--- src/rtl/misc_opcode_encoder_pkg.sv ---
// Shared opcode types and the misc-opcode encode/decode helpers.
package OpPkg;

  typedef enum logic [6:0] {
    OP08 = 7'h08,
    OP09 = 7'h09,
    OP60 = 7'h60,
    OP61 = 7'h61,
    OP62 = 7'h62,
    OP66 = 7'h66,
    OP67 = 7'h67
  } Opcode_e;

  typedef enum logic [2:0] {
    MISC0 = 3'd0,
    MISC1 = 3'd1,
    MISC2 = 3'd2,
    MISC3 = 3'd3,
    MISC4 = 3'd4,
    MISC5 = 3'd5,
    MISC6 = 3'd6
  } MiscOpcode_e;

  typedef struct packed {
    logic        valid;
    MiscOpcode_e misc;
  } misc_enc_t;

  function automatic Opcode_e decode_misc(MiscOpcode_e m);
    Opcode_e op;
    op = OP61;
    unique case (m)
      MISC0:   op = OP61;
      MISC1:   op = OP60;
      MISC2:   op = OP09;
      MISC3:   op = OP08;
      MISC4:   op = OP66;
      MISC5:   op = OP67;
      MISC6:   op = OP62;
      default: op = OP61;
    endcase
    return op;
  endfunction

  // Inverse of decode_misc; anything outside the seven mapped opcodes is invalid.
  function automatic misc_enc_t encode_misc(Opcode_e op);
    misc_enc_t r;
    r.valid = 1'b1;
    r.misc  = MISC0;
    unique case (op)
      OP61:    r.misc = MISC0;
      OP60:    r.misc = MISC1;
      OP09:    r.misc = MISC2;
      OP08:    r.misc = MISC3;
      OP66:    r.misc = MISC4;
      OP67:    r.misc = MISC5;
      OP62:    r.misc = MISC6;
      default: r.valid = 1'b0;
    endcase
    return r;
  endfunction

endpackage

--- src/rtl/misc_stash_fifo2.sv ---
// Two-entry FIFO with registered full/empty; head reads as zero when empty.
module misc_stash_fifo2 #(
  parameter int unsigned DW = 3
) (
  input  logic          clk,
  input  logic          rst,
  input  logic          push,
  input  logic [DW-1:0] push_data,
  input  logic          pop,
  output logic          full,
  output logic          empty,
  output logic [DW-1:0] head_data
);

  logic [DW-1:0] mem [2];
  logic          wr_ptr;
  logic          rd_ptr;
  logic [1:0]    count;
  logic          do_push;
  logic          do_pop;

  assign full    = (count == 2'd2);
  assign empty   = (count == 2'd0);
  assign do_push = push & ~full;
  assign do_pop  = pop & ~empty;

  always_ff @(posedge clk or posedge rst) begin
    if (rst) begin
      wr_ptr <= 1'b0;
      rd_ptr <= 1'b0;
      count  <= 2'd0;
    end else begin
      if (do_push) wr_ptr <= ~wr_ptr;
      if (do_pop)  rd_ptr <= ~rd_ptr;
      unique case ({do_push, do_pop})
        2'b10:   count <= count + 2'd1;
        2'b01:   count <= count - 2'd1;
        default: count <= count;
      endcase
    end
  end

  always_ff @(posedge clk) begin
    if (do_push) mem[wr_ptr] <= push_data;
  end

  assign head_data = empty ? '0 : mem[rd_ptr];

endmodule

--- src/rtl/misc_opcode_encoder.sv ---
// Encodes opcodes into misc opcodes through a 2-deep stash, counting unmapped inputs.
module misc_opcode_encoder
  import OpPkg::*;
#(
  parameter int unsigned CNT_W = 8
) (
  input  logic             clk,
  input  logic             rst,
  input  logic             in_valid,
  output logic             in_ready,
  input  Opcode_e          in_opcode,
  output logic             out_valid,
  input  logic             out_ready,
  output MiscOpcode_e      out_stash,
  output logic             err_pulse,
  output logic [CNT_W-1:0] err_count,
  input  logic             err_clr
);

  misc_enc_t  enc;
  logic       accept;
  logic       push;
  logic       bad;
  logic       full;
  logic       empty;
  logic [2:0] head;

  assign enc      = encode_misc(in_opcode);
  assign in_ready = ~full & ~rst;
  assign accept   = in_valid & in_ready;
  assign push     = accept & enc.valid;
  assign bad      = accept & ~enc.valid;

  misc_stash_fifo2 #(.DW(3)) u_fifo (
    .clk       (clk),
    .rst       (rst),
    .push      (push),
    .push_data (enc.misc),
    .pop       (out_ready),
    .full      (full),
    .empty     (empty),
    .head_data (head)
  );

  assign out_valid = ~empty;
  assign out_stash = MiscOpcode_e'(head);

  // Clear has priority over a same-cycle increment; count saturates at all-ones.
  always_ff @(posedge clk or posedge rst) begin
    if (rst) begin
      err_pulse <= 1'b0;
      err_count <= '0;
    end else begin
      err_pulse <= bad;
      if (err_clr)
        err_count <= '0;
      else if (bad && (err_count != '1))
        err_count <= err_count + 1'b1;
    end
  end

endmodule

--- config.mk ---
export PLATFORM = sky130hd
export DESIGN_NAME = misc_opcode_encoder
export DESIGN_NICKNAME = d
export VERILOG_FILES = /design/src/rtl/misc_opcode_encoder_pkg.sv /design/src/rtl/misc_stash_fifo2.sv /design/src/rtl/misc_opcode_encoder.sv
export SDC_FILE = /design/constraint.sdc
export NUM_CORES = 1
export LEC_CHECK = 0
export CAP_MARGIN = 20
export CORE_ASPECT_RATIO = 1.2
export CORE_MARGIN = 2
export CORE_UTILIZATION = 50
export CTS_BUF_LIST = sky130_fd_sc_hd__clkbuf_8
export DETAILED_ROUTE_END_ITERATION = 10
export HOLD_SLACK_MARGIN = 0.06
export PLACE_DENSITY = 0.79
export SLEW_MARGIN = 20
export SYNTH_ARGS = -nofsm -noshare
export SYNTH_HDL_FRONTEND = slang
export SYNTH_HIERARCHICAL = 1
export SYNTH_SLANG_ARGS = --single-unit
--- constraint.sdc ---
create_clock -name clk -period 2.5 [get_ports clk]
set_clock_uncertainty 0.2 [all_clocks]
set_input_delay 0.25 -clock clk [delete_from_list [all_inputs] [get_ports clk]]
set_output_delay 0.25 -clock clk [all_outputs]
set_load 0.01 [all_outputs]
==> metrics.txt, run 1 <==
P per Cell Area 688 nW/um2; Compound-Gate Fraction of Synth Area 10.9%; row cnt 17; Port Buffer Count 25; count of distinct cell types in the synthesized netlist 35; post-synthesis instance total 97; remaining number of nets flagged by the antenna check after routing 0; first-pass GRT wire length 3.19 mm; clock latency on the worst-skew pair 0.26 ns; number of failing hold endpoints at the final stage 0; dominant synthesized flop cell sky130_fd_sc_hd__dfrtp_1; sort of element at the end of the critical path register; simple-gate portion of the synthesized area 22.5%; endpoint arrival time on the critical path 2.24 ns; number of synthesized flops with an enable pin 6; pins over their slew limit 0; Post-CTS Repair Setup Buffers 0; final HPWL from detailed placement 1.56 mm; via count normalized by instance count 5.49; synth cell count leaders sky130_fd_sc_hd__dfrtp_1 (13), sky130_fd_sc_hd__nor2_1 (11), sky130_fd_sc_hd__nand2_1 (8); Final Routed Wirelength 1.98 mm; XOR/XNOR share of the synthesized area 6.87%; total placed instance area 1300 um2; global-route congestion overflow total 0; number of inserted diodes 0; setup repair after global routing missed its margin false; post-synthesis async set-or-reset flop share 68.4%; Core Area 1870 um2; outcome finished, final reports clean; count of hold-fix buffers inserted at cts 0; Chip Height 53.5 um; layout cell share with drive strength beyond 1 11.1%; post-layout min period 2.26 ns; Clk pin slew, worst setup/hold paths 0.07 ns; Post-Synthesis Mean Instance Area 10.5 um2; overall global routing resource usage 19.0%; Netlist Area Pre-Place 1020 um2; antenna violations before repair 0; slew of the pin with the lowest slew margin 0.354 ns; FF+latch count, synth 19; share of Yosys cell area claimed by the top area cell type 31.9%; final-stage net count 141; post-route clock period utilization 90.3%; total vias in the final route 796; Non-Filler Cell Area, Final 1340 um2; largest area contributor in the netlist sky130_fd_sc_hd__dfrtp_1; peak clock frequency supported by timing 443 MHz; number of synthesis warnings 6; post-synthesis mux area share 3.93%; maximum fanout along the worst path 4; Slew Limit Headroom 76.4%; largest cells by area after synthesis sky130_fd_sc_hd__dfrtp_1 (32%), sky130_fd_sc_hd__edfxtp_1 (18%), sky130_fd_sc_hd__xor2_1 (4.3%), sky130_fd_sc_hd__nor2_1 (4.0%), sky130_fd_sc_hd__mux2i_1 (3.9%); adder-cell share of the synthesized area 2.45%; most common cell in the netlist sky130_fd_sc_hd__dfrtp_1; number of design-rule violations left by the first detailed-router iteration 5; count of maximum capacitance violations 0; worst vdd rail ir drop 472 uV; CP Data Required Time 2.48 ns; Die Area 2420 um2; horizontal die dimension 45.2 um; critical path class reg2reg; tightest hold margin 0.0878 ns; Static Leak 0.566 nW; vias in the first global route 786; share of the core filled with cells 71.7%; number of top-level pins 26; total nets after synthesis 111; count of instances resized after the clock tree is built 0; maximum buffer depth of the clock tree 2; Setup Total Neg Slack 0 ns; H-tree Lvls 1; pin count of the biggest net entering global routing 12; Num CTS Buffers 3; combinational family with the most area after synthesis simple AND/OR/NAND/NOR gates; Final Setup Violations 0; CTS tree yes; root buf cell sky130_fd_sc_hd__clkbuf_8; Area growth syn-to-layout 31.7%; starting density of the core 54.5%; share of the yosys chip area belonging to registers 49.6%; DR pass1 iterations 3; DRC violation count after routing 0; crit start category register; CTS Sinks 19; HP Class in2async; final weighted congestion in routability-driven placement 0.775; Routed wire per std cell 13.7 um
[kinds of logic after synthesis]
group,after synthesis
DFF,19
buffers and inverters,9
muxes,4
AOI/OAI and AO/OA,16
adders and majority gates,2
and+or+nand+nor,39
xor gates and xnor gates,8
[flip-flops by register name, summed over array words and instances, names as in the netlist]
register and flops:
err_count 8, u_fifo/mem 6, u_fifo/count 2, err_pulse 1
u_fifo/rd_ptr 1, u_fifo/wr_ptr 1
[critical path: stages, from the launching register on]
cell and delay, ns:
sky130_fd_sc_hd__dfrtp_1 0.43, sky130_fd_sc_hd__nand2b_1 0.17, sky130_fd_sc_hd__inv_1 0.06, sky130_fd_sc_hd__or3b_4 0.39, sky130_fd_sc_hd__a21oi_4 0.16, sky130_fd_sc_hd__nand2_1 0.11
sky130_fd_sc_hd__or4b_1 0.51, sky130_fd_sc_hd__a21oi_1 0.15
[metrics by stage]
step	std cells	power, W	setup slack (ns)
2_1_floorplan	97	0.000593	0.387
3_3_place_gp	141	0.000711	0.121
5_1_grt	145	0.000978	0.0580
4_1_cts	145	0.000934	0.228
3_5_place_dp	141	0.000721	0.0869
6_report	145	0.000924	0.243
[final timing paths]
path                                 start            end  slack, ns  depth (start not counted)
max                        u_fifo/count[0]   err_count[7]       0.24                          7
min                                    rst  u_fifo/wr_ptr       0.09                          2
max reg2reg                u_fifo/count[0]   err_count[7]       0.24                          7
min reg2reg                  u_fifo/wr_ptr  u_fifo/wr_ptr       0.31                          1
max in group asynchronous              rst   err_count[6]       1.66                          2
min in group clk             u_fifo/wr_ptr  u_fifo/wr_ptr       0.31                          1
[cells in the final DEF, fill, tap and decap left out, types with 2 or more instances in the layout]
cell                              count
sky130_fd_sc_hd__o31ai_1              2
sky130_fd_sc_hd__xnor2_1              3
sky130_fd_sc_hd__nand2_1              8
sky130_fd_sc_hd__a21oi_1              5
sky130_fd_sc_hd__or3_1                2
sky130_fd_sc_hd__inv_1                7
sky130_fd_sc_hd__clkdlybuf4s50_1     25
sky130_fd_sc_hd__mux2i_1              4
sky130_fd_sc_hd__clkbuf_8             3
sky130_fd_sc_hd__and3_1               2
sky130_fd_sc_hd__nand3_1              3
sky130_fd_sc_hd__ha_1                 2
sky130_fd_sc_hd__o21ai_1              4
sky130_fd_sc_hd__edfxtp_1             6
sky130_fd_sc_hd__nor2_1              11
sky130_fd_sc_hd__xor2_1               5
sky130_fd_sc_hd__buf_4                2
sky130_fd_sc_hd__dfrtp_1             13
[area by class of cell]
class / count / area [um2]
Inverter: 7 / 26.3
Sequential cell: 19 / 505
Fill cell: 144 / 529
Tap cell: 19 / 23.8
Multi-Input combinational cell: 69 / 475
Clock inverter: 1 / 5.00
Clock buffer: 3 / 41.3
Timing Repair Buffer: 27 / 265
[power breakdown]
group / switching [W] / internal, W
logic: 0.000131 / 0.000168
registers: 0.0000509 / 0.000362
clock network: 0.000101 / 0.000111
[metal layers]
metal  up-vias  global-route usage [%]  wire length (um)
met3         4                    3.75                76
met2        15                    37.6              1130
li1        400                       -                 -
met5         -                       0                 0
met4         0                    8.82                28
met1       377                    17.5               744
No activity file was read; power rests on OpenSTA's default activity.
==> inputs of run 2 (changes only) <==
- PLACE_DENSITY: 0.79 -> unset
- PLACE_DENSITY_LB_ADDON: unset -> 0.15
==> metrics.txt, run 2 (synthesis results as in run 1) <==
outcome finished, final reports clean; maximum buffer depth of the clock tree 2 (unchanged); biggest registers after layout err_count x8, u_fifo/mem x6, u_fifo/count x2; overall global routing resource usage 19.7% (+0.74 points); Port Buffer Count 25 (unchanged); worst vdd rail ir drop 395 uV (-16%); horizontal die dimension 45.2 um (unchanged); Final Setup Violations 0 (unchanged); number of design-rule violations left by the first detailed-router iteration 17 (+12); Clk pin slew, worst setup/hold paths 0.07 ns (about the same); sort of element at the end of the critical path register; total vias in the final route 817 (+2.6%); vias in the first global route 815 (+3.7%); H-tree Lvls 1 (unchanged); first-pass GRT wire length 3.36 mm (+5.4%); row cnt 17 (unchanged); Die Area 2420 um2 (unchanged); crit start category register; commonest cells after routing, fill and taps aside sky130_fd_sc_hd__clkdlybuf4s50_1 (25), sky130_fd_sc_hd__dfrtp_1 (13), sky130_fd_sc_hd__nor2_1 (11); antenna violations before repair 0 (unchanged); CP Data Required Time 2.47 ns (about the same); layout cell share with drive strength beyond 1 11.7% (+0.61 points); crit path capture err_count[7]; remaining number of nets flagged by the antenna check after routing 0 (unchanged); pins over their slew limit 0 (unchanged); CTS Sinks 19 (unchanged); Slew Limit Headroom 76.4% (about the same); Final Routed Wirelength 2.01 mm (+1.3%); total placed instance area 1300 um2 (+0.58%); start of the worst register-to-register path u_fifo/count[0]; Largest register FFs 8 (unchanged); Chip Height 53.5 um (unchanged); final-stage net count 143 (+1.4%); Setup Total Neg Slack 0 ns (unchanged); capture point of the worst reg-to-reg path err_count[7]; cell with the biggest individual delay on the critical path sky130_fd_sc_hd__or4b_1; DRC violation count after routing 0 (unchanged); DR pass1 iterations 4 (+1); critical path class reg2reg; max incr delay on CP 0.51 ns (about the same); starting density of the core 54.5% (unchanged); pin count of the biggest net entering global routing 12 (unchanged); number of failing hold endpoints at the final stage 0 (unchanged); count of maximum capacitance violations 0 (unchanged); count of hold-fix buffers inserted at cts 1 (+1); Non-Filler Cell Area, Final 1360 um2 (+1.3%); list of cells traversed by the critical path nand2b_1 > inv_1 > or3b_4 > a21oi_4 > nand2_1 > or4b_1 > a21oi_1; reg-to-reg setup timing slack 0.18 ns (-0.06 ns); count of cell instances traversed by the critical path 7 (unchanged); via count normalized by instance count 5.56 (+1.2%); HP Class in2async; clock latency on the worst-skew pair 0.25 ns (about the same); endpoint arrival time on the critical path 2.29 ns (+0.05 ns); Placement Setup Slack 0.101 ns (+0.0144 ns); count of instances resized after the clock tree is built 0 (unchanged); Area growth syn-to-layout 33.4%; Crit path buffers/inverters 1 (unchanged); setup repair after global routing missed its margin false; Static Leak 0.575 nW (+1.5%); Routed wire per std cell 13.7 um (about the same); register bank with the most flops err_count; P per Cell Area 680 nW/um2 (-1.2%); peak clock frequency supported by timing 432 MHz (-2.5%); root buf cell sky130_fd_sc_hd__clkbuf_8; Num CTS Buffers 3 (unchanged); post-layout min period 2.32 ns (+0.0587 ns); CP Launch Point u_fifo/count[0]; share of the core filled with cells 72.7% (+0.94 points); Worst Reg-to-Reg Cells 7 (unchanged); post-route clock period utilization 92.6% (+2.3 points); slew of the pin with the lowest slew margin 0.353 ns (-0.000856 ns); final critical-path setup slack 0.184 ns (-0.0587 ns); global-route congestion overflow total 0 (unchanged); CTS tree yes; most common cell after layout, fill and taps aside sky130_fd_sc_hd__clkdlybuf4s50_1; Post-CTS Repair Setup Buffers 0 (unchanged); number of top-level pins 26 (unchanged); dominant delay contributor by cell family on the critical path simple AND/OR/NAND/NOR gates; tightest hold margin 0.134 ns (+0.0458 ns); maximum fanout along the worst path 4 (unchanged); final weighted congestion in routability-driven placement 0.750 (-3.2%); final HPWL from detailed placement 1.59 mm (+1.7%); number of inserted diodes 0 (unchanged); Core Area 1870 um2 (unchanged)
## run 2: changes by cell type in the layout (fill, tap and decap cells not counted)
cell	previous run	this run
sky130_fd_sc_hd__buf_4	2	3
sky130_fd_sc_hd__dlygate4sd3_1	0	1
## run 2: stage by stage
step / cells / total power [W]
CTS: 147 / 0.000937
finish: 147 / 0.000924
global route: 147 / 0.000983
detailed placement: 142 / 0.000723
floorplan: 97 / 0.000593
global placement: 142 / 0.000713
## run 2: how the worst min path moves through the flow
| stage | slack, ns | endpoint | start | cells after the start |
|---|---|---|---|---|
| 2_1_floorplan | -0.18 | u_fifo/count[0] | rst | 1 |
| 3_3_place_gp | 0.28 | u_fifo/wr_ptr | u_fifo/wr_ptr | 1 |
| 3_5_place_dp | 0.28 | u_fifo/wr_ptr | u_fifo/wr_ptr | 1 |
| 4_1_cts | 0.15 | err_count[6] | rst | 2 |
| 5_1_grt | 0.19 | err_count[6] | rst | 2 |
| 6_report | 0.13 | err_count[6] | rst | 2 |
## run 2: worst reg2reg max path: cells and delay by family (launching register included)
family / cells / cell delay (ns)
AO/OA/AOI/OAI: 2 / 0.32
flip-flops: 1 / 0.44
AND/OR/NAND/NOR: 4 / 1.21
buffers and inverters: 1 / 0.07
## run 2: layer usage
metal  part of all wire [%]  track usage [%]  up-vias
li1                       -                -      403
met1                     41             22.6      395
met2                     55             35.7       17
met3                    3.4             2.05        2
met4                   0.80             8.82        0
met5                      0                0        -
## run 2: final cells by class
class | count | area, um2
fillers | 139 | 512
flip-flops and latches | 19 | 505
multi-input cells | 69 | 475
repair buffers | 29 | 283
clock buffers | 3 | 41.3
inverters | 7 | 26.3
well taps | 19 | 23.8
clock inverters | 1 | 5.00
## run 2: report_power, final
group | leakage (nW) | switching, W | internal [W]
Combinational | 0.318 | 0.000135 | 0.000170
Clock | 0.0255 | 0.0000975 | 0.000111
Sequential | 0.232 | 0.0000492 | 0.000362
==> inputs of run 3 (changes only) <==
- CORE_UTILIZATION: 50 -> 45
- clock period: 2.5 -> 1.94 ns (I/O delays scaled with it)
==> metrics.txt, run 3 (synthesis results as in run 1) <==
P per Cell Area 875 nW/um2 (+29%); power spent charging and discharging nets 0.000440 W (+56%); CTS Sinks 19 (unchanged); count of filler cells inserted in the layout 148 (+6.5%); critical path class reg2reg; number of failing hold endpoints at the final stage 0 (unchanged); slew of the pin with the lowest slew margin 0.352 ns (-0.00133 ns); layout cell share with drive strength beyond 1 30.4% (+19 points); post-layout min period 2.06 ns (-0.255 ns); setup repair after global routing missed its margin true; Core Area 2090 um2 (+12%); sequential power share 38.0% (-6.5 points); endpoint arrival time on the critical path 2.04 ns (-0.25 ns); global-route congestion overflow total 0 (unchanged); final HPWL from detailed placement 1.82 mm (+14%); Clk pin slew, worst setup/hold paths 0.07 ns (about the same); Num CTS Buffers 3 (unchanged); Clk pwr share 19.2% (-3.3 points); Area growth syn-to-layout 56.4%; biggest registers after layout err_count x8, u_fifo/mem x6, u_fifo/count x2; Worst Reg-to-Reg Cells 7 (unchanged); capture point of the worst reg-to-reg path err_count[5]; final-stage net count 163 (+14%); peak clock frequency supported by timing 485 MHz (+12%); sort of element at the end of the critical path register; share of the core filled with cells 76.2% (+3.5 points); vias in the first global route 976 (+20%); start of the worst register-to-register path u_fifo/count[1]; via count normalized by instance count 5.07 (-8.8%); final total power 0.00140 W (+51%); Die Area 2660 um2 (+10%); row cnt 18 (+1); remaining number of nets flagged by the antenna check after routing 0 (unchanged); DR pass1 iterations 4 (unchanged); count of hold-fix buffers inserted at cts 0 (-1); Non-Filler Cell Area, Final 1600 um2 (+17%); DRC violation count after routing 0 (unchanged); number of design-rule violations left by the first detailed-router iteration 21 (+4); clock latency on the worst-skew pair 0.26 ns (about the same); count of maximum capacitance violations 0 (unchanged); total vias in the final route 902 (+10%); number of inserted diodes 0 (unchanged); H-tree Lvls 1 (unchanged); pin count of the biggest net entering global routing 11 (-1); violations in the final reports negative setup slack; maximum fanout along the worst path 4 (unchanged); most common cell after layout, fill and taps aside sky130_fd_sc_hd__buf_4; Post-Place Cells 169 (+19%); overall global routing resource usage 20.3% (+0.59 points); Final Routed Wirelength 2.38 mm (+18%); Largest register FFs 8 (unchanged); Routed wire per std cell 13.3 um (-2.2%); commonest cells after routing, fill and taps aside sky130_fd_sc_hd__buf_4 (22), sky130_fd_sc_hd__clkdlybuf4s50_1 (20), sky130_fd_sc_hd__dfrtp_1 (13); Comb power frac 42.8% (+9.8 points); maximum buffer depth of the clock tree 2 (unchanged); horizontal die dimension 47.5 um (+4.9%); worst vdd rail ir drop 582 uV (+47%); crit start category register; final critical-path setup slack -0.121 ns (-0.305 ns); total placed instance area 1460 um2 (+12%); Slew Limit Headroom 76.5% (+0.089 points); CTS tree yes; starting density of the core 48.7% (-5.8 points); Static Leak 0.722 nW (+26%); final weighted congestion in routability-driven placement 0.770 (+2.6%); reg-to-reg setup timing slack -0.12 ns (-0.31 ns); internal power 0.000957 W (+49%); CP Data Required Time 1.92 ns (-0.55 ns); pins over their slew limit 0 (unchanged); number of top-level pins 26 (unchanged); proportion of total power due to net switching 31.5% (+1.0 points); root buf cell sky130_fd_sc_hd__clkbuf_8; HP Class in2async; non-filler instance count after layout 178 (+21%); outcome complete, but fails checks; Final Setup Violations 6 (+6); first-pass GRT wire length 3.99 mm (+19%); Port Buffer Count 25 (unchanged); post-route clock period utilization 106% (+14 points); antenna violations before repair 0 (unchanged); Chip Height 56.1 um (+5.0%); register bank with the most flops err_count
## run 3: cell count changes in the layout (fill, tap and decap cells not counted), moves of 2 or more
| cell | previous run | this run |
|---|---|---|
| sky130_fd_sc_hd__clkdlybuf4s50_1 | 25 | 20 |
| sky130_fd_sc_hd__dlygate4sd2_1 | 0 | 2 |
| sky130_fd_sc_hd__nor2_1 | 11 | 9 |
| sky130_fd_sc_hd__dlymetal6s2s_1 | 0 | 3 |
| sky130_fd_sc_hd__nand2_1 | 8 | 6 |
| sky130_fd_sc_hd__nand2_2 | 0 | 2 |
| sky130_fd_sc_hd__buf_6 | 0 | 2 |
| sky130_fd_sc_hd__nor2_4 | 0 | 2 |
| sky130_fd_sc_hd__buf_4 | 3 | 22 |
## run 3: worst max path at each step
| stage | start | to | slack, ns | cells past startpoint |
|---|---|---|---|---|
| 6_report | u_fifo/count[1] | err_count[5] | -0.12 | 7 |
| 5_1_grt | u_fifo/count[0] | err_count[7] | -0.19 | 7 |
| 4_1_cts | u_fifo/count[0] | err_count[7] | -0.15 | 7 |
| 3_5_place_dp | in_opcode[4] | u_fifo/count[1] | -0.31 | 8 |
| 3_3_place_gp | rst | err_count[7] | -0.25 | 6 |
| 2_1_floorplan | u_fifo/count[0] | err_count[7] | -0.16 | 7 |
## run 3: timing repair
action                     CTS  global route
setup endpoints to repair   12            17
buffers inserted             4             2
pin swaps                    7             6
resized for setup            6            10
gates cloned                 0             0
## run 3: metal layers
metal	up-vias	track usage (%)	wire length [um]
met1	434	20.8	812
met2	20	38.0	1440
li1	444	-	-
met3	4	2.27	82
met5	-	0	0
met4	0	7.94	38
## run 3: worst max-delay path, stage by stage (launching register included)
cell and delay [ns]:
sky130_fd_sc_hd__dfrtp_1 0.41, sky130_fd_sc_hd__nand2b_4 0.09, sky130_fd_sc_hd__inv_2 0.04, sky130_fd_sc_hd__or3b_4 0.39, sky130_fd_sc_hd__a21oi_4 0.18, sky130_fd_sc_hd__nand3_4 0.11
sky130_fd_sc_hd__or4_4 0.42, sky130_fd_sc_hd__a21oi_1 0.14
## run 3: stage by stage
step	setup TNS [ns]	hold slack [ns]	worst slack (ns)
detailed placement	-2.80	0.281	-0.306
global route	-1.17	0.139	-0.187
global placement	-2.26	0.283	-0.254
floorplan	-0.467	-0.240	-0.156
finish	-0.364	0.0848	-0.121
CTS	-0.591	0.0888	-0.153
## run 3: cell type report
| cell class | count | area, um2 | area share [%] |
|---|---|---|---|
| multi-input cells | 69 | 538 | 33.7 |
| flip-flops and latches | 19 | 505 | 31.7 |
| repair buffers | 49 | 443 | 27.8 |
| clock buffers | 3 | 41.3 | 2.59 |
| well taps | 30 | 37.5 | 2.35 |
| inverters | 7 | 26.3 | 1.65 |
| clock inverters | 1 | 3.75 | 0.235 |
## run 3: power by group through the flow
| stage | registers, W | clock network [W] | logic, W |
|---|---|---|---|
| after detailed placement | 0.000532 | 0 | 0.000511 |
| after global routing | 0.000538 | 0.000287 | 0.000653 |
| after CTS | 0.000530 | 0.000276 | 0.000545 |
| final | 0.000530 | 0.000268 | 0.000598 |
| after floorplan | 0.000523 | 0 | 0.000266 |
| after global placement | 0.000525 | 0 | 0.000497 |
